### src/rtl/t03_icache_pkg.sv
`default_nettype none
// ============================================================================
// Module      : t03_icache_pkg
// Description : Shared types and constants for the instruction-cache fetch
//               controller (FSM state encoding, address field positions,
//               NOP instruction and a word-alignment helper).
// Revision    : 1.0 - initial release
// ============================================================================
package t03_icache_pkg;

    localparam int          INDEX_LSB = 2;
    localparam int          INDEX_W   = 4;
    localparam int          TAG_LSB   = 6;
    localparam logic [31:0] NOP       = 32'h0000_0013;

    typedef enum logic [2:0] {
        IDLE    = 3'd0,
        REQ     = 3'd1,
        FILL    = 3'd2,
        TMO     = 3'd3,
        PF_REQ  = 3'd4,
        PF_FILL = 3'd5
    } state_t;

    // Byte offset within the word is never significant to the cache or bus.
    function automatic logic [31:0] word_addr(input logic [31:0] a);
        return {a[31:2], 2'b00};
    endfunction

endpackage
`default_nettype wire

### src/rtl/t03_fetch_timer.sv
`default_nettype none
// ============================================================================
// Module      : t03_fetch_timer
// Description : Clearable up-counter measuring cycles spent waiting for a bus
//               acknowledge; o_tc flags the last permitted waiting cycle.
// Revision    : 1.0 - initial release
// ============================================================================
module t03_fetch_timer #(
    parameter int TIMEOUT_CYCLES = 255
) (
    input  logic clk,
    input  logic rst,
    input  logic i_clear,
    input  logic i_en,
    output logic o_tc
);

    localparam int W = $clog2(TIMEOUT_CYCLES + 1);

    logic [W-1:0] r_count;

    // Count enabled wait cycles; held at zero while cleared.
    always_ff @(posedge clk) begin
        if (rst || i_clear) begin
            r_count <= '0;
        end else if (i_en) begin
            r_count <= r_count + W'(1);
        end
    end

    assign o_tc = (r_count == W'(TIMEOUT_CYCLES - 1));

endmodule
`default_nettype wire

### src/rtl/t03_icache_fetch_ctrl.sv
`default_nettype none
// ============================================================================
// Module      : t03_icache_fetch_ctrl
// Description : Miss/fill sequencer for a 16-entry direct-mapped I-cache.
//               Serves hits combinationally, fetches misses over a req/ack
//               bus, fills the cache and delivers the word. A bus that never
//               acknowledges yields ERR_INSTR and a sticky bus_error.
//               Optional next-line prefetch: define T03_ICACHE_PREFETCH_EN.
// Revision    : 1.0 - initial release
// ============================================================================
module t03_icache_fetch_ctrl
    import t03_icache_pkg::*;
#(
    parameter int          TIMEOUT_CYCLES = 255,
    parameter logic [31:0] ERR_INSTR      = 32'h0000_0013
) (
    input  logic        clk,
    input  logic        rst,
    input  logic        fetch_req,
    input  logic [31:0] pc,
    input  logic [31:0] next_pc,
    input  logic        flush,
    input  logic        cache_hit,
    input  logic        cache_next_hit,
    input  logic [31:0] cache_data,
    output logic [31:0] cache_addr,
    output logic [31:0] cache_next_addr,
    output logic        cache_read,
    output logic [31:0] cache_fill_data,
    output logic        mem_req,
    output logic [31:0] mem_addr,
    input  logic        mem_ack,
    input  logic [31:0] mem_rdata,
    output logic [31:0] instr_out,
    output logic        instr_valid,
    output logic        stall,
    output logic        bus_error
);

    state_t      r_state,     w_state_nxt;
    logic [31:0] r_miss_addr, w_miss_addr_nxt;
    logic [31:0] r_fill_buf,  w_fill_buf_nxt;
    logic        r_drop,      w_drop_nxt;
    logic        r_bus_error;
    logic        w_set_err;
    logic        w_tmr_clr;
    logic        w_tmr_en;
    logic        w_tmr_tc;
    logic        w_is_pf;

    t03_fetch_timer #(
        .TIMEOUT_CYCLES (TIMEOUT_CYCLES)
    ) u_timer (
        .clk     (clk),
        .rst     (rst),
        .i_clear (w_tmr_clr),
        .i_en    (w_tmr_en),
        .o_tc    (w_tmr_tc)
    );

`ifdef T03_ICACHE_PREFETCH_EN
    assign w_is_pf = (r_state == PF_REQ);
`else
    assign w_is_pf = 1'b0;
    // Prefetch hint is only consumed when prefetch is built in.
    logic w_unused_next_hit;
    assign w_unused_next_hit = cache_next_hit;
`endif

    // Address held stable in the miss register for the whole transaction.
    assign mem_addr        = r_miss_addr;
    assign cache_fill_data = r_fill_buf;
    assign cache_next_addr = next_pc;
    assign bus_error       = r_bus_error;

    // State and datapath registers; bus_error is sticky until reset.
    always_ff @(posedge clk) begin
        if (rst) begin
            r_state     <= IDLE;
            r_miss_addr <= '0;
            r_fill_buf  <= '0;
            r_drop      <= 1'b0;
            r_bus_error <= 1'b0;
        end else begin
            r_state     <= w_state_nxt;
            r_miss_addr <= w_miss_addr_nxt;
            r_fill_buf  <= w_fill_buf_nxt;
            r_drop      <= w_drop_nxt;
            r_bus_error <= r_bus_error | w_set_err;
        end
    end

    // Next-state logic and all combinational outputs.
    always_comb begin
        w_state_nxt     = r_state;
        w_miss_addr_nxt = r_miss_addr;
        w_fill_buf_nxt  = r_fill_buf;
        w_drop_nxt      = r_drop;
        w_set_err       = 1'b0;
        w_tmr_clr       = 1'b0;
        w_tmr_en        = 1'b0;
        cache_addr      = pc;
        cache_read      = 1'b0;
        mem_req         = 1'b0;
        instr_out       = '0;
        instr_valid     = 1'b0;
        stall           = 1'b0;

        case (r_state)
            IDLE: begin
                w_drop_nxt = 1'b0;
                w_tmr_clr  = 1'b1;
                if (fetch_req && !flush) begin
                    if (cache_hit) begin
                        instr_out   = cache_data;
                        instr_valid = 1'b1;
`ifdef T03_ICACHE_PREFETCH_EN
                        if (!cache_next_hit && (next_pc[31:2] != pc[31:2])) begin
                            w_miss_addr_nxt = word_addr(next_pc);
                            w_state_nxt     = PF_REQ;
                        end
`endif
                    end else begin
                        w_miss_addr_nxt = word_addr(pc);
                        stall           = 1'b1;
                        w_state_nxt     = REQ;
                    end
                end
            end

`ifdef T03_ICACHE_PREFETCH_EN
            REQ, PF_REQ: begin
`else
            REQ: begin
`endif
                mem_req    = 1'b1;
                cache_addr = r_miss_addr;
                stall      = 1'b1;
                if (flush) begin
                    w_drop_nxt = 1'b1;
                end
                // An acknowledge on the last allowed cycle still wins.
                if (mem_ack) begin
                    w_fill_buf_nxt = mem_rdata;
                    w_state_nxt    = w_is_pf ? PF_FILL : FILL;
                end else if (w_tmr_tc) begin
                    w_set_err   = 1'b1;
                    w_state_nxt = w_is_pf ? IDLE : TMO;
                end else begin
                    w_tmr_en = 1'b1;
                end
            end

            FILL: begin
                cache_read  = 1'b1;
                cache_addr  = r_miss_addr;
                instr_out   = r_fill_buf;
                instr_valid = !r_drop;
                w_drop_nxt  = 1'b0;
                w_state_nxt = IDLE;
            end

            TMO: begin
                instr_out   = ERR_INSTR;
                instr_valid = !r_drop;
                w_drop_nxt  = 1'b0;
                w_state_nxt = IDLE;
            end

`ifdef T03_ICACHE_PREFETCH_EN
            PF_FILL: begin
                cache_read = 1'b1;
                cache_addr = r_miss_addr;
                // Deliver only if the CPU is already asking for the prefetched word.
                if (fetch_req && (pc[31:2] == r_miss_addr[31:2]) && !flush) begin
                    instr_out   = r_fill_buf;
                    instr_valid = 1'b1;
                end else begin
                    stall = 1'b1;
                end
                w_drop_nxt  = 1'b0;
                w_state_nxt = IDLE;
            end
`endif

            default: begin
                w_state_nxt = IDLE;
            end
        endcase
    end

endmodule
`default_nettype wire

### config.mk
export PLATFORM = sky130hd
export DESIGN_NAME = t03_icache_fetch_ctrl
export DESIGN_NICKNAME = d
export VERILOG_FILES = /design/src/rtl/t03_icache_pkg.sv /design/src/rtl/t03_fetch_timer.sv /design/src/rtl/t03_icache_fetch_ctrl.sv
export SDC_FILE = /design/constraint.sdc
export NUM_CORES = 1
export LEC_CHECK = 0
export ABC_AREA = 1
export CAP_MARGIN = 20
export CORE_AREA = 2 2 115 117
export CTS_BUF_LIST = sky130_fd_sc_hd__clkbuf_4
export CTS_CLUSTER_DIAMETER = 50
export DETAILED_ROUTE_END_ITERATION = 10
export DIE_AREA = 0 0 117 119
export DONT_BUFFER_PORTS = 1
export SLEW_MARGIN = 40
export SYNTH_ARGS = -nofsm -noshare
export SYNTH_HDL_FRONTEND = slang
export SYNTH_HIERARCHICAL = 1
export SYNTH_SLANG_ARGS = --single-unit
### constraint.sdc
create_clock -name clk -period 2.5 [get_ports clk]
set_clock_uncertainty 0.2 [all_clocks]
set_input_delay 0.375 -clock clk [delete_from_list [all_inputs] [get_ports clk]]
set_output_delay 0.375 -clock clk [all_outputs]
set_load 0.02 [all_outputs]
==> flow_summary.yaml <==
status:
  status: "finished, violations left"
  violations: "setup timing"
grt:
  antenna_found_initial: 1
  grt_pass1_wl_mm: 19.5
  grt_usage_pct: 17.9
  global_route.overflow_total: 0
  grt_pass1_vias: 4018
  grt_max_degree: 61
sta:
  slew_headroom_pct: 59.0
  finalSetupTns_ps: -3.30
  layout_min_cycle_time_ps: 2500
  timing.fmax_mhz: 399
  worst_pin_slew_ps: 615
  finalSetupViolations: 1
  setup_slack_ps: -3.30
  drv_slew: 0
  finalHoldWorstSlack_ps: 15.5
  period_share_pct: 100
  rsz0062_at_grt: "yes"
  hold_viol_final: 0
pwr:
  seq_power_share_pct: 26.7
  netSwitchingFraction_pct: 46.6
  p_clk_share_pct: 14.4
  cellPowerDensity_nw_per_um2: 1160
  ir_drop_mv: 0.885
  p_sw_mw: 3.10
  total_leakage_power_nw: 2.22
  p_comb_share_pct: 58.9
  total_power_mw: 6.66
  internal-power_mw: 3.56
cells_and_area:
  drive_gt1_share_pct: 25.3
  nFillCells: 1238
  finish.utilization_pct: 44.5
  layout_common_cells: "nor2_1 (103), dfxtp_1 (72), o21ai_0 (69)"
  fin_cells: 854
  layout_commonest_cell: "nor2_1"
  final_cell_area_um2: 5740
  syn2layout_area_growth_pct: 44.7
  layout.nets: 816
floorplan:
  start_util_pct: 30.8
  core-area_um2: 12900
  die_w_um: 117
  fp-row-count: 42
  io_pins: 300
  die_h_um: 119
  dieArea_um2: 13900
place:
  dpl_worst_slack_ps: 145
  portBuffers: 0
  post_dp_cell_area_um2: 4310
  gp_congestion: 0.854
  dp_cells: 758
  dp.final_hpwl_mm: 8.66
drt:
  postRouteAntennaNets: 0
  wl_per_cell_um: 16.5
  drt-total-wl_mm: 14.1
  drc_errors: 0
  drt_iter0_drc: 231
  routed_via_density: 4.98
  dr.pass1.iters: 5
  num_vias: 4252
logic_synthesis:
  synthDistinctLibCells: 24
  syn_inst: 586
  ys_warn_count: 6
  syn_area_um2: 3970
  syn_area_per_cell_um2: 6.77
  synth-seq-cells: 74
  synth-seq-area-share_pct: 37.4
setup_path:
  worst-path-max-fanout: 8
  crit_arrival_ps: 1930
  rr_worst_depth: 8
  crit_path_start_kind: "flip-flop"
  worstSetupPathType: "flip-flop to output pin"
  cp-end-kind: "output pin"
  cp.required_ps: 1920
clocking:
  cts_tree: "built"
  cts_buffers: 9
  htreeDepth: 3
  root_buffer: "clkbuf_4"
  clock-sinks: 74
  cts_buffer_depth: 2
  clk_latency_ps: 410
  clkTransAtPathRegs_ps: 120
hold_path:
  hold_class: "primary input to flip-flop"
  min_path_cells: 2
run:
  drv_cap: 0
logic make-up (layout without fill, tap and decap cells):
logic type,count (synthesis),count (layout),synth area share (%)
AOI/OAI and AO/OA,173,173,22.9
adders and majority gates,9,9,2.84
buffers and inverters,121,211,15.5
DFF,74,74,37.4
other,1,3,0.0946
and+or+nand+nor,208,208,21.3
flip-flops by register name, summed over array words and instances, names as in the netlist:
signal	count
cache_fill_data	32
bus_error	1
u_timer/r_count	8
r_state	2
mem_addr	30
r_drop	1
area by class of cell:
| type | count | area, µm² | share of cell area, % |
|---|---|---|---|
| timing repair buffer | 144 | 1490 | 25.9 |
| antenna | 1 | 2.50 | 0.0436 |
| clock buffer | 11 | 82.6 | 1.44 |
| inverter | 51 | 201 | 3.51 |
| clock inverter | 5 | 103 | 1.79 |
| sequential | 74 | 1490 | 26.0 |
| multi-input combinational | 392 | 2150 | 37.5 |
| tap | 176 | 220 | 3.84 |
cell usage after synthesis, drive strengths merged:
library cell	count	area share [%]
conb	1	0.095
nand2	83	8.5
nor2	114	11
o21bai	1	0.19
nor3b	1	0.19
o21a	1	0.19
ha	9	2.8
dfxtp	74	37
nand4	2	0.32
nor3	4	0.79
nand3	4	0.50
inv	51	4.8
a21oi	102	14
o21ai	69	8.7
clkbuf	26	2.5
buf	44	8.2
power by group through the flow:
stage	clock, mW	combinational, mW	sequential, mW
after floorplan	0	2.00	1.74
after global placement	0	2.92	1.79
after detailed placement	0	2.95	1.80
after CTS	0.994	3.36	1.78
after global routing	1.04	4.18	1.80
final	0.958	3.92	1.78
path summary, 6_finish.rpt:
| path | from | end | slack (ps) |
|---|---|---|---|
| setup / recovery | r_state[0]$_SDFFE_PP0P_ | instr_out[2] | -3 |
| hold reg to reg | u_timer/r_count[4]$_SDFFE_PP0P_ | u_timer/r_count[4]$_SDFFE_PP0P_ | 300 |
| setup reg to reg | r_state[1]$_SDFFE_PP0P_ | cache_fill_data[30]$_SDFFE_PP0P_ | 290 |
| hold / removal | mem_rdata[19] | cache_fill_data[19]$_SDFFE_PP0P_ | 20 |
worst max-delay path: stages (launching register included):
cell,delay [ps]
dfxtp_4,380
inv_6,70
ha_4,150
inv_4,40
nor3_4,170
buf_6,190
clkbuf_16,200
nand2_2,50
a21oi_2,260
per-layer routing:
metal  up-vias  routed length [µm]  global-route usage (%)
met3        21                1380                    5.90
li1       2020                   -                       -
met2       258                7250                    32.9
met5         -                   0                       0
met4         0                 257                    6.10
met1      1953                5170                    18.8
repair_timing:
item	CTS	global route
pin swaps	4	11
setup buffers	7	1
resized for setup	22	77
gates cloned	4	4
setup endpoints to repair	63	55
hold endpoints to repair	69	0
hold buffers	65	0
Note: power is estimated with default switching activity, not from simulation.
